**config.mk**
```make
export PLATFORM = sky130hd
export DESIGN_NAME = lcd_bus_driver
export DESIGN_NICKNAME = d
export VERILOG_FILES = /design/src/rtl/lcd_bus_driver_pkg.sv /design/src/rtl/lcd_bus_driver_fifo.sv /design/src/rtl/lcd_bus_driver.sv
export SDC_FILE = /design/constraint.sdc
export NUM_CORES = 1
export LEC_CHECK = 0
export ABC_AREA = 0
export CAP_MARGIN = 20
export CORE_MARGIN = 2
export CORE_UTILIZATION = 45
export CTS_CLUSTER_SIZE = 8
export DETAILED_ROUTE_END_ITERATION = 6
export GPL_TIMING_DRIVEN = 0
export RECOVER_POWER = 25
export SLEW_MARGIN = 5
export SYNTH_ARGS = -nofsm -noshare
export SYNTH_HDL_FRONTEND = slang
export SYNTH_SLANG_ARGS = --single-unit
```
**constraint.sdc**
```tcl
create_clock -name clk_20m -period 2.9 [get_ports clk_20m]
set_input_delay 0.435 -clock clk_20m [delete_from_list [all_inputs] [get_ports clk_20m]]
set_output_delay 0.435 -clock clk_20m [all_outputs]
set_load 0.03 [all_outputs]
```
**src/rtl/lcd_bus_driver_pkg.sv**
```systemverilog
// Shared types and constants for the HD44780 bus driver: FSM states, request word,
// init ROM contents and default panel timing (cycles of clk_20m).
package lcd_bus_driver_pkg;

    typedef enum logic [2:0] {
        S_PWR_WAIT = 3'd0,
        S_INIT_LD  = 3'd1,
        S_IDLE     = 3'd2,
        S_SETUP    = 3'd3,
        S_EPULSE   = 3'd4,
        S_HOLD     = 3'd5,
        S_EXEC     = 3'd6
    } lcd_state_e;

    typedef struct packed {
        logic       rs;
        logic [7:0] code;
    } lcd_req_t;

    localparam int INIT_LEN = 6;

    localparam logic [7:0] CMD_CLEAR    = 8'h01;
    localparam logic [7:0] CMD_HOME     = 8'h02;
    localparam logic [7:0] CMD_HOME_ALT = 8'h03;

    localparam int DEF_T_PWR  = 300000;
    localparam int DEF_T_AS   = 1;
    localparam int DEF_T_PW   = 6;
    localparam int DEF_T_H    = 1;
    localparam int DEF_T_EXEC = 800;
    localparam int DEF_T_CLR  = 32000;
    localparam int DEF_FDEPTH = 4;

    // 8-bit, 2-line, display on, entry increment, then clear.
    function automatic logic [7:0] init_rom(input logic [2:0] idx);
        case (idx)
            3'd0, 3'd1, 3'd2: init_rom = 8'h38;
            3'd3:             init_rom = 8'h0C;
            3'd4:             init_rom = 8'h06;
            3'd5:             init_rom = CMD_CLEAR;
            default:          init_rom = 8'h00;
        endcase
    endfunction

    function automatic logic is_long_cmd(input lcd_req_t req);
        is_long_cmd = !req.rs &&
                      (req.code == CMD_CLEAR || req.code == CMD_HOME || req.code == CMD_HOME_ALT);
    endfunction

endpackage

```
**src/rtl/lcd_bus_driver_fifo.sv**
```systemverilog
// Small request FIFO of {rs, byte} words; a push while full is accepted only if a pop
// happens in the same cycle.
module lcd_bus_driver_fifo
    import lcd_bus_driver_pkg::*;
#(
    parameter int FDEPTH = DEF_FDEPTH
) (
    input  logic     clk_20m,
    input  logic     rst,
    input  logic     push,
    input  lcd_req_t din,
    input  logic     pop,
    output lcd_req_t dout,
    output logic     full,
    output logic     empty
);

    localparam int AW = $clog2(FDEPTH);

    lcd_req_t        mem [FDEPTH];
    logic [AW:0]     wr_ptr;
    logic [AW:0]     rd_ptr;
    logic            do_push;
    logic            do_pop;

    assign empty   = (wr_ptr == rd_ptr);
    assign full    = (wr_ptr[AW] != rd_ptr[AW]) && (wr_ptr[AW-1:0] == rd_ptr[AW-1:0]);
    assign do_pop  = pop && !empty;
    assign do_push = push && (!full || do_pop);
    assign dout    = mem[rd_ptr[AW-1:0]];

    always_ff @(posedge clk_20m) begin
        if (rst) begin
            wr_ptr <= '0;
            rd_ptr <= '0;
        end else begin
            if (do_push) wr_ptr <= wr_ptr + 1'b1;
            if (do_pop)  rd_ptr <= rd_ptr + 1'b1;
        end
    end

    always_ff @(posedge clk_20m) begin
        if (do_push) mem[wr_ptr[AW-1:0]] <= din;
    end

endmodule

```
**src/rtl/lcd_bus_driver.sv**
```systemverilog
// HD44780 8-bit write-only bus driver: power-on init, clk2-strobed request capture into a
// FIFO, and E-pulse / execution-time sequencing so upstream logic never waits on the panel.
module lcd_bus_driver
    import lcd_bus_driver_pkg::*;
#(
    parameter int T_PWR  = DEF_T_PWR,
    parameter int T_AS   = DEF_T_AS,
    parameter int T_PW   = DEF_T_PW,
    parameter int T_H    = DEF_T_H,
    parameter int T_EXEC = DEF_T_EXEC,
    parameter int T_CLR  = DEF_T_CLR,
    parameter int FDEPTH = DEF_FDEPTH
) (
    input  logic       clk_20m,
    input  logic       rst,
    input  logic       clk2,
    input  logic       wr,
    input  logic       dr,
    input  logic [7:0] dbi,
    input  logic [7:0] direc,
    output logic       lcd_rs,
    output logic       lcd_rw,
    output logic       lcd_e,
    output logic [7:0] lcd_db,
    output logic       ready,
    output logic       busy,
    output logic       ovf
);

    localparam int CNT_W = $clog2(T_PWR + 1);

    // A state lasting N cycles is entered with N-1 and left when the counter reads 0.
    localparam logic [CNT_W-1:0] PWR_LD  = CNT_W'(T_PWR - 1);
    localparam logic [CNT_W-1:0] AS_LD   = CNT_W'(T_AS - 1);
    localparam logic [CNT_W-1:0] PW_LD   = CNT_W'(T_PW - 1);
    localparam logic [CNT_W-1:0] H_LD    = CNT_W'(T_H - 1);
    localparam logic [CNT_W-1:0] EXEC_LD = CNT_W'(T_EXEC - 1);
    localparam logic [CNT_W-1:0] CLR_LD  = CNT_W'(T_CLR - 1);
    localparam logic [2:0]       IDX_LAST = 3'(INIT_LEN - 1);

    lcd_state_e       state, state_nx;
    logic [CNT_W-1:0] cnt, cnt_nx;
    logic [2:0]       idx, idx_nx;
    logic             ready_nx;
    lcd_req_t         cur_req;
    logic             ld_en;
    lcd_req_t         ld_req;

    logic             clk2_s1, clk2_s2, clk2_s3;
    logic             cap_stb;
    logic             push;
    lcd_req_t         push_req;
    logic             pop;
    lcd_req_t         fifo_dout;
    logic             fifo_full;
    logic             fifo_empty;

    always_ff @(posedge clk_20m) begin
        if (rst) begin
            clk2_s1 <= 1'b0;
            clk2_s2 <= 1'b0;
            clk2_s3 <= 1'b0;
            cap_stb <= 1'b0;
        end else begin
            clk2_s1 <= clk2;
            clk2_s2 <= clk2_s1;
            clk2_s3 <= clk2_s2;
            cap_stb <= clk2_s2 && !clk2_s3;
        end
    end

    // Command request takes priority when both levels are asserted.
    assign push     = cap_stb && (dr || wr);
    assign push_req = dr ? lcd_req_t'{rs: 1'b0, code: direc} : lcd_req_t'{rs: 1'b1, code: dbi};

    lcd_bus_driver_fifo #(
        .FDEPTH (FDEPTH)
    ) u_fifo (
        .clk_20m (clk_20m),
        .rst     (rst),
        .push    (push),
        .din     (push_req),
        .pop     (pop),
        .dout    (fifo_dout),
        .full    (fifo_full),
        .empty   (fifo_empty)
    );

    always_comb begin
        state_nx = state;
        cnt_nx   = (cnt != '0) ? cnt - CNT_W'(1) : cnt;
        idx_nx   = idx;
        ready_nx = ready;
        ld_en    = 1'b0;
        ld_req   = '0;
        pop      = 1'b0;
        case (state)
            S_PWR_WAIT: begin
                if (cnt == '0) state_nx = S_INIT_LD;
            end
            S_INIT_LD: begin
                ld_en    = 1'b1;
                ld_req   = lcd_req_t'{rs: 1'b0, code: init_rom(idx)};
                state_nx = S_SETUP;
                cnt_nx   = AS_LD;
            end
            S_IDLE: begin
                if (!fifo_empty) begin
                    pop      = 1'b1;
                    ld_en    = 1'b1;
                    ld_req   = fifo_dout;
                    state_nx = S_SETUP;
                    cnt_nx   = AS_LD;
                end
            end
            S_SETUP: begin
                if (cnt == '0) begin
                    state_nx = S_EPULSE;
                    cnt_nx   = PW_LD;
                end
            end
            S_EPULSE: begin
                if (cnt == '0) begin
                    state_nx = S_HOLD;
                    cnt_nx   = H_LD;
                end
            end
            S_HOLD: begin
                if (cnt == '0) begin
                    state_nx = S_EXEC;
                    cnt_nx   = is_long_cmd(cur_req) ? CLR_LD : EXEC_LD;
                end
            end
            S_EXEC: begin
                if (cnt == '0) begin
                    if (ready) begin
                        state_nx = S_IDLE;
                    end else if (idx == IDX_LAST) begin
                        ready_nx = 1'b1;
                        state_nx = S_IDLE;
                    end else begin
                        idx_nx   = idx + 3'd1;
                        state_nx = S_INIT_LD;
                    end
                end
            end
            default: state_nx = S_PWR_WAIT;
        endcase
    end

    always_ff @(posedge clk_20m) begin
        if (rst) begin
            state   <= S_PWR_WAIT;
            cnt     <= PWR_LD;
            idx     <= '0;
            ready   <= 1'b0;
            cur_req <= '0;
            lcd_e   <= 1'b0;
            ovf     <= 1'b0;
        end else begin
            state <= state_nx;
            cnt   <= cnt_nx;
            idx   <= idx_nx;
            ready <= ready_nx;
            lcd_e <= (state_nx == S_EPULSE);
            if (ld_en) cur_req <= ld_req;
            if (push && fifo_full && !pop) ovf <= 1'b1;
        end
    end

    assign lcd_rs = cur_req.rs;
    assign lcd_db = cur_req.code;
    assign lcd_rw = 1'b0;
    assign busy   = (state != S_IDLE) || !fifo_empty;

endmodule

```
== Word level (Yosys, flattened, before mapping) ==
Memory sizes are Yosys's and may differ from the RTL's. A register that Yosys moved wholly into a read port is not among the register bits.
Index checks and enable logic that the tools add are counted.
Storage, ports and cells
  bits in registers: 47
  RAM bits: 36
  output and inout bits: 14
  word-level logic and storage cells: 94
  memories kept: 1
Memories
  u_fifo.mem: depth 4, width 9, rd ports 1, clocked after memory_dff 1, write ports 1, RTL line lcd_bus_driver_fifo.sv:20  | lcd_req_t mem [FDEPTH];
Cells by class
  add/sub/neg operators: 4
  equality and inequality tests: 19
  multiplexer cells: 29
  bitwise operators: 2
  reduce and logical (&&, ||, !) cells: 25
Operators by type and width (count)
  19-bit two-way mux: 5
  19-bit case mux with 5 select lines: 1
  6-bit case mux with 4 select lines: 1
  3-bit case mux with 7 select lines: 1
  19-bit logical NOT: 1
  19-bit nonzero test: 1
  19-bit by 1-bit subtractor with 19-bit output, second input constant: 1
  3-bit == test, second input constant: 6
  3-bit two-way mux: 6
  9-bit two-way mux: 2
  9-bit case mux with 2 select lines: 1
  8-bit by 2-bit == test with 1-bit output, second input constant: 2
  15-bit two-way mux: 1
  3-bit by 2-bit == test with 1-bit output, second input constant: 4
  3-bit by 1-bit adder with 3-bit output, second input constant: 3
  8-bit by 1-bit == test with 1-bit output, second input constant: 1
  1-bit logical AND: 8
  2-bit two-way mux: 4
  3-bit by 1-bit == test with 1-bit output, second input constant: 2
  3-bit logical NOT: 2
  1-bit two-way mux: 6
  1-bit logical NOT: 5
  1-bit logical OR: 5
  4-bit AND reduction: 1
  8 further kinds: 9

== Longest topological paths before layout ==
Gate-level depths: netlist of the first run.
  word-level depth: 8
  gate-level depth with buffers: 11
  depth with buffers taken out: 11

== Modules after synthesis ==
From an unflattened synthesis of the first run, not the netlist that was laid out.
Second synthesis, totals
  cell total of the unflattened synthesis: 365
  area, all modules: 4053.9 um^2
Modules (own cells, without submodules)
  lcd_bus_driver: times used 1, cells each 263, area each 2212.1 um^2, sequential area each 820.8 um^2
  lcd_bus_driver_fifo: times used 1, cells each 102, area each 1841.8 um^2, sequential area each 1241.2 um^2

== Worst setup path after synthesis of the first run ==
No wires, ideal clock.
  kind: reg2reg
  start point: reg cnt[0]
  end point: reg cnt[0]
  setup time: 0.131 ns
  arrival time: 1.963 ns
  required time: 2.769 ns
  path slack: 0.806 ns
  cell stages (with the launch flop): 11
  path buffers: 0
  cell sequence: dfxtp_1 inv_1 ha_1 nor4b_4 nand2_2 nor2_4 inv_1 ha_1 o22ai_1 a221oi_1 o41ai_1
On the way
  word-level cells in the longest chain between the ends: 4
  elaborated cells on any way between the ends: 9
  those cells by class: add/sub: 1; mux: 6; reduce/logical: 2
RTL lines
  from (decl): RTL line lcd_bus_driver.sv:42  | logic [CNT_W-1:0] cnt, cnt_nx;
  from (signal assigned): RTL line lcd_bus_driver.sv:162  | cnt <= cnt_nx;
  19-bit by 1-bit subtractor with 19-bit output / 19-bit nonzero test (equally long branches): RTL line lcd_bus_driver.sv:91  | cnt_nx = (cnt != '0) ? cnt - CNT_W'(1) : cnt;
  19-bit two-way mux: RTL line lcd_bus_driver.sv:91
  19-bit two-way mux (on tied branches)
  19-bit case mux with 5 select lines *: RTL line lcd_bus_driver.sv:97  | case (state)
Mark *: on every way between the ends. The rest lies on a longest branch, timed or not.
A chain may end at the register's enable or synchronous reset.

== Worst setup path in the final report of the first run ==
  start point: reg state[1]
  end point: out busy
On the way
  word-level cells in the longest chain between the ends: 2
RTL lines
  from (decl): RTL line lcd_bus_driver.sv:41  | lcd_state_e state, state_nx;
  from (signal assigned): RTL line lcd_bus_driver.sv:161  | state <= state_nx;
  3-bit by 2-bit inequality test with 1-bit output: RTL line lcd_bus_driver.sv:174  | assign busy = (state != S_IDLE) || !fifo_empty;
  1-bit logical OR: RTL line lcd_bus_driver.sv:174
  to (decl): RTL line lcd_bus_driver.sv:26  | output logic busy,
Every way passes these cells.

==> results.yml, run 1 <==
outcome:
  status: "complete, no violations"
synthesis:
  ys_top_cells_by_area: "edfxtp_1, dfxtp_1, mux4_2, ha_1, nor2_1"
  yosysTopAreaCellShare_pct: 26.6
  synth_enable_flop_cells: 36
  syn_inst: 370
  yosysWarnings: 0
  syn-num-nets: 404
  synth_async_sr_flop_share_pct: 0
  netlist_area_sq_um: 4070
  synth_seq_cells: 85
  postSynthAreaPerCell_sq_um: 11.0
  yosysSeqAreaShare_pct: 50.7
  synthFlopType: "dfxtp_1"
  yosysUniqueCellTypes: 67
  yosysTopAreaCell: "edfxtp_1"
place:
  place_congestion: 0.915
  portBuffers: 31
  dp.cells: 509
  place_hpwl_um: 6490
cts:
  cts_tree: "yes"
  clk_latency_ns: 0.37
  htreeDepth: 3
  root_buffer: "clkbuf_8"
  ctsHoldBuffers: 0
  cts_buffer_depth: 2
  clk_pin_slew_ns: 0.10
  cts_buffers: 9
  clock-sinks: 85
layout:
  antenna_cells: 0
  n_fill_cell: 786
  layout_commonest_cell: "dfxtp_1"
  area_growth_pct: 16.0
  final_util_pct: 53.9
  fin_nets: 446
  multi_input_area_sq_um: 1890
  drive_above_1_share_pct: 11.5
  register_area_sq_um: 2060
  final_cell_count_no_fill: 525
  layout_common_cells: "dfxtp_1, edfxtp_1, nor2_1"
timing:
  maxSlewHeadroom_pct: 49.4
  tns_ns: 0
  setup_viol: 0
  drv_slew: 0
  finalCriticalPeriod_ns: 2.78
  worst_slew_pin_slew_ns: 0.760
  rsz0062_at_grt: "no"
  fmax_mhz: 360
  hold_ws_ns: 0.388
  fin_crit_sh_pct: 95.9
  finClkSkew_ns: 0.0172
  hold_violations: 0
die:
  fp.dieArea_sq_um: 9820
  dieHeight_um: 99.1
  fp.dieW_um: 99.1
  core_area_sq_um: 8760
  ios: 35
  rows: 34
  initial_core_util_pct: 46.4
global_routing:
  grt_max_degree: 19
  first_global_vias: 2995
  gr-total-overflow: 0
  grtUsageTotal_pct: 19.8
  grt_pass1_wl_um: 15200
  antenna_found_initial: 0
route:
  final_antenna_net_count: 0
  post-route-drc-count: 0
  viasPerCell: 5.64
  vias: 2962
  routed_wl_um: 9160
  drt_iter0_drc: 165
  dr.pass1.iters: 4
  avgRoutedWirePerCell_um: 17.4
power:
  finalPower_mw: 2.19
  swShare_pct: 25.0
  power.internal_mw: 1.64
  pwr-share-comb_pct: 3.9
  p_clk_share_pct: 38.4
  p_seq_share_pct: 57.7
  power.density_nw_per_um2: 464
  power.leakage_nw: 1.53
  ir_worst_vdd_v: 0.000274
  p_switching_mw: 0.548
worst_setup_path:
  required_ns: 2.47
  r2r_end: "cnt[0]"
  critical_path_class: "flip-flop to output port"
  reg2reg_slack_ns: 0.36
  end_kind: "output port"
  slowest_delay_ns: 0.60
  path_cells: "clkbuf_2, or3b_2, or3_1, clkdlybuf4s50_1"
  crit_slowest_cell: "clkdlybuf4s50_1"
  cp-start-kind: "flip-flop"
  crit_buf_inv: 2
  cp-endpoint: "busy"
  crit_cells: 4
  cp.arrival_ns: 2.35
  rr_worst_depth: 10
  crit-reg2reg-launch: "cnt[0]"
  cp_top_family: "simple AND/OR/NAND/NOR gates"
  cp-startpoint: "state[1]"
  cp_max_fo: 9
flow_run:
  maxCapViolCount: 0
hold_path:
  hold_path.class: "flip-flop to flip-flop"
  min_path_cells: 1
==> stage by stage <==
step                      worst slack (ns)  area [sq um]
after floorplan                      0.806          4070
after global placement               0.355          4510
after detailed placement             0.345          4510
after CTS                           0.0831          4710
after global routing                0.0206          4720
final                                0.120          4720
==> routing by layer <==
layer  track usage (%)  wire length (um)  vias up
li1                  -                 -     1465
met1              25.3              4080     1415
met3              2.70               319       12
met2              33.9              4620       70
met4              8.01               135        0
met5                 0                 0        -
==> state kept, by name, summed over array words and instances (netlist names), 3 cells and up, named ones only <==
| name | count |
|---|---|
| u_fifo.rd_ptr | 3 |
| cnt | 19 |
| state | 3 |
| u_fifo.wr_ptr | 3 |
| idx | 3 |
| lcd_db | 8 |
| u_fifo.mem | 36 |
==> worst reg2reg max path, cell delays in order, from the launching register on <==
cell	delay, ns
dfxtp_1	0.36
inv_1	0.10
ha_1	0.23
nor4b_4	0.31
nand2_2	0.19
nor2_4	0.24
inv_1	0.20
ha_1	0.35
o22ai_1	0.07
a221oi_1	0.25
o41ai_1	0.12
==> repair_timing <==
action / 4_1_cts / 5_1_grt
resized for setup: 0 / 1
buffers inserted: 0 / 0
setup endpoints to repair: 0 / 1
==> cells in the mapped netlist, types with 3 or more instances <==
cell type and number:
mux2_2 8, inv_1 13, mux4_2 9, xnor2_1 9, dfxtp_1 49, nor3_1 10
edfxtp_1 36, nand3_1 9, nand2_1 16, a211oi_1 6, xor2_1 11, nor2b_1 9
ha_1 13, a221oi_1 4, or3_1 4, nand4_1 4, and3_1 3, nand2b_1 3
and2_1 4, nor4_1 5, a21oi_1 17, o21ai_0 21, clkbuf_1 13, a31oi_1 8
o211ai_1 4, nor2_1 35
==> area by class of cell <==
class,instances,area share [%]
clock inverters,7,1.59
clock buffers,9,2.62
well taps,108,2.86
plain buffers,18,1.59
multi-input cells,254,40.0
repair buffers,31,6.57
inverters,13,1.03
flip-flops and latches,85,43.7
==> kinds of logic after synthesis <==
| family | Yosys count | synth area share, % |
|---|---|---|
| buffers and inverters | 31 | 3.05 |
| other | 1 | 0.0922 |
| multiplexers | 19 | 7.69 |
| XOR/XNOR | 20 | 4.31 |
| adder cells (fa/ha/maj) | 13 | 4.00 |
| flip-flops | 85 | 50.7 |
| AND/OR/NAND/NOR | 120 | 16.8 |
| AO/OA/AOI/OAI | 81 | 13.4 |
==> worst min path at each step <==
stage / to / startpoint / slack, ns
after floorplan: cap_stb / clk2_s3 / 0.37
final: cap_stb / clk2_s3 / 0.39
after detailed placement: cap_stb / clk2_s3 / 0.38
after global placement: cap_stb / clk2_s3 / 0.37
after CTS: cap_stb / clk2_s3 / 0.39
after global routing: cap_stb / clk2_s3 / 0.42
==> power by group through the flow <==
stage	sequential (mW)	combinational (mW)	clock [mW]
6_report	1.26	0.0854	0.840
5_1_grt	1.27	0.0961	0.903
4_1_cts	1.26	0.0885	0.860
3_5_place_dp	1.29	0.0879	0
3_3_place_gp	1.29	0.0859	0
2_1_floorplan	1.29	0.0490	0
Power figures use the tool's default switching activity.
==> inputs of run 2 (changes only) <==
GPL_ROUTABILITY_DRIVEN = 0   (was not set)
SETUP_SLACK_MARGIN = 0.2   (was not set)
==> results.yml, run 2 (synthesized netlist as in run 1, its figures left out) <==
layout:
  layout_common_cells: "dfxtp_1, edfxtp_1, nor2_1"
  layout_commonest_cell: "dfxtp_1"
  drive_above_1_share_pct: 11.7
  largest_register_ff_count: 36
  area_growth_pct: 16.2
  antenna_cells: 0
  fin_nets: 447
route:
  vias: 2963
  post-route-drc-count: 0
  avgRoutedWirePerCell_um: 17.4
  drt_iter0_drc: 152
  dr.pass1.iters: 4
  final_antenna_net_count: 0
  viasPerCell: 5.63
  routed_wl_um: 9140
worst_setup_path:
  reg2reg_slack_ns: 0.42
  critical_path_class: "flip-flop to output port"
  rr_worst_depth: 10
  crit_cells: 4
  cp_top_family: "simple AND/OR/NAND/NOR gates"
  cp.arrival_ns: 2.10
  cp-startpoint: "u_fifo.wr_ptr[1]"
  cp-endpoint: "busy"
  crit_buf_inv: 1
  r2r_end: "cnt[0]"
  crit_slowest_cell: "xnor2_1"
  cp_max_fo: 4
  required_ns: 2.47
  cp-start-kind: "flip-flop"
  crit-reg2reg-launch: "cnt[0]"
  end_kind: "output port"
  path_cells: "xnor2_1, nand2_1, or3_1, dlygate4sd2_1"
  slowest_delay_ns: 0.47
cts:
  cts_buffer_depth: 2
  clock-sinks: 85
  htreeDepth: 3
  cts_buffers: 9
  ctsHoldBuffers: 0
  clk_latency_ns: 0.36
  clk_pin_slew_ns: 0.09
  root_buffer: "clkbuf_8"
  cts_tree: "yes"
timing:
  rsz0062_at_grt: "no"
  fin_crit_sh_pct: 87.5
  fmax_mhz: 394
  worst_slew_pin_slew_ns: 0.757
  tns_ns: 0
  setup_viol: 0
  finClkSkew_ns: 0.0132
  drv_slew: 0
  hold_ws_ns: 0.388
  maxSlewHeadroom_pct: 49.6
  finalCriticalPeriod_ns: 2.54
  hold_violations: 0
global_routing:
  antenna_found_initial: 0
  grtUsageTotal_pct: 19.8
  grt_max_degree: 19
  gr-total-overflow: 0
  grt_pass1_wl_um: 15200
  first_global_vias: 2993
place:
  place_hpwl_um: 6490
  portBuffers: 31
power:
  power.leakage_nw: 1.53
  ir_worst_vdd_v: 0.000272
  power.density_nw_per_um2: 463
die:
  fp.dieArea_sq_um: 9820
  dieHeight_um: 99.1
  initial_core_util_pct: 46.4
  ios: 35
  core_area_sq_um: 8760
  rows: 34
  fp.dieW_um: 99.1
flow_run:
  maxCapViolCount: 0
outcome:
  status: "complete, no violations"
hold_path:
  hold_path.class: "flip-flop to flip-flop"
  min_path_cells: 1
run 2: routing by layer:
layer | share of wire [%] | up-vias | global-route usage [%]
met5 | 0 | - | 0
met4 | 0.97 | 0 | 8.01
li1 | - | 1462 | -
met1 | 44 | 1408 | 25.3
met3 | 4.0 | 9 | 2.70
met2 | 51 | 84 | 34.0
run 2: how the worst min path moves through the flow:
stage | slack (ns) | startpoint | end
finish | 0.39 | clk2_s3 | cap_stb
global route | 0.42 | clk2_s3 | cap_stb
CTS | 0.39 | clk2_s3 | cap_stb
detailed placement | 0.38 | clk2_s3 | cap_stb
global placement | 0.37 | clk2_s3 | cap_stb
floorplan | 0.37 | clk2_s3 | cap_stb
run 2: stage by stage:
stage                     util [%]  setup slack [ns]  cells  total power [mW]  instance area (sq um)
final                         53.9             0.361    526              2.19                   4730
after global routing          53.9             0.201    526              2.26                   4730
after CTS                     53.8             0.328    525              2.21                   4720
after detailed placement      51.5             0.345    509              1.38                   4510
after global placement        51.5             0.355    509              1.38                   4510
after floorplan                  -             0.806    370              1.34                   4070
run 2: repair_timing:
action / 4_1_cts / 5_1_grt
resized for setup: 2 / 0
setup buffers: 0 / 1
endpoints found under the setup margin: 1 / 1
pin swaps: 0 / 0
run 2: worst register-to-register path, cell delays in order (launching register included):
cell      delay [ns]
dfxtp_1         0.36
inv_1           0.10
ha_1            0.23
nor4b_4         0.28
nand2_2         0.18
nor2_4          0.23
inv_1           0.20
ha_1            0.34
o22ai_1         0.07
a221oi_1        0.25
o41ai_1         0.12
run 2: report_power, final:
part	switching (mW)	internal [mW]	total, mW
registers	0.00658	1.26	1.26
logic	0.0425	0.0431	0.0856
clock network	0.496	0.341	0.838
run 2: area by class of cell:
| cell class | instances | area, sq um |
|---|---|---|
| clock buffer | 9 | 124 |
| buffer | 18 | 75.1 |
| sequential | 85 | 2060 |
| timing repair buffer | 32 | 317 |
| fill | 788 | 4040 |
| tap | 108 | 135 |
| inverter | 13 | 48.8 |
| multi-input combinational | 254 | 1890 |
| clock inverter | 7 | 75.1 |
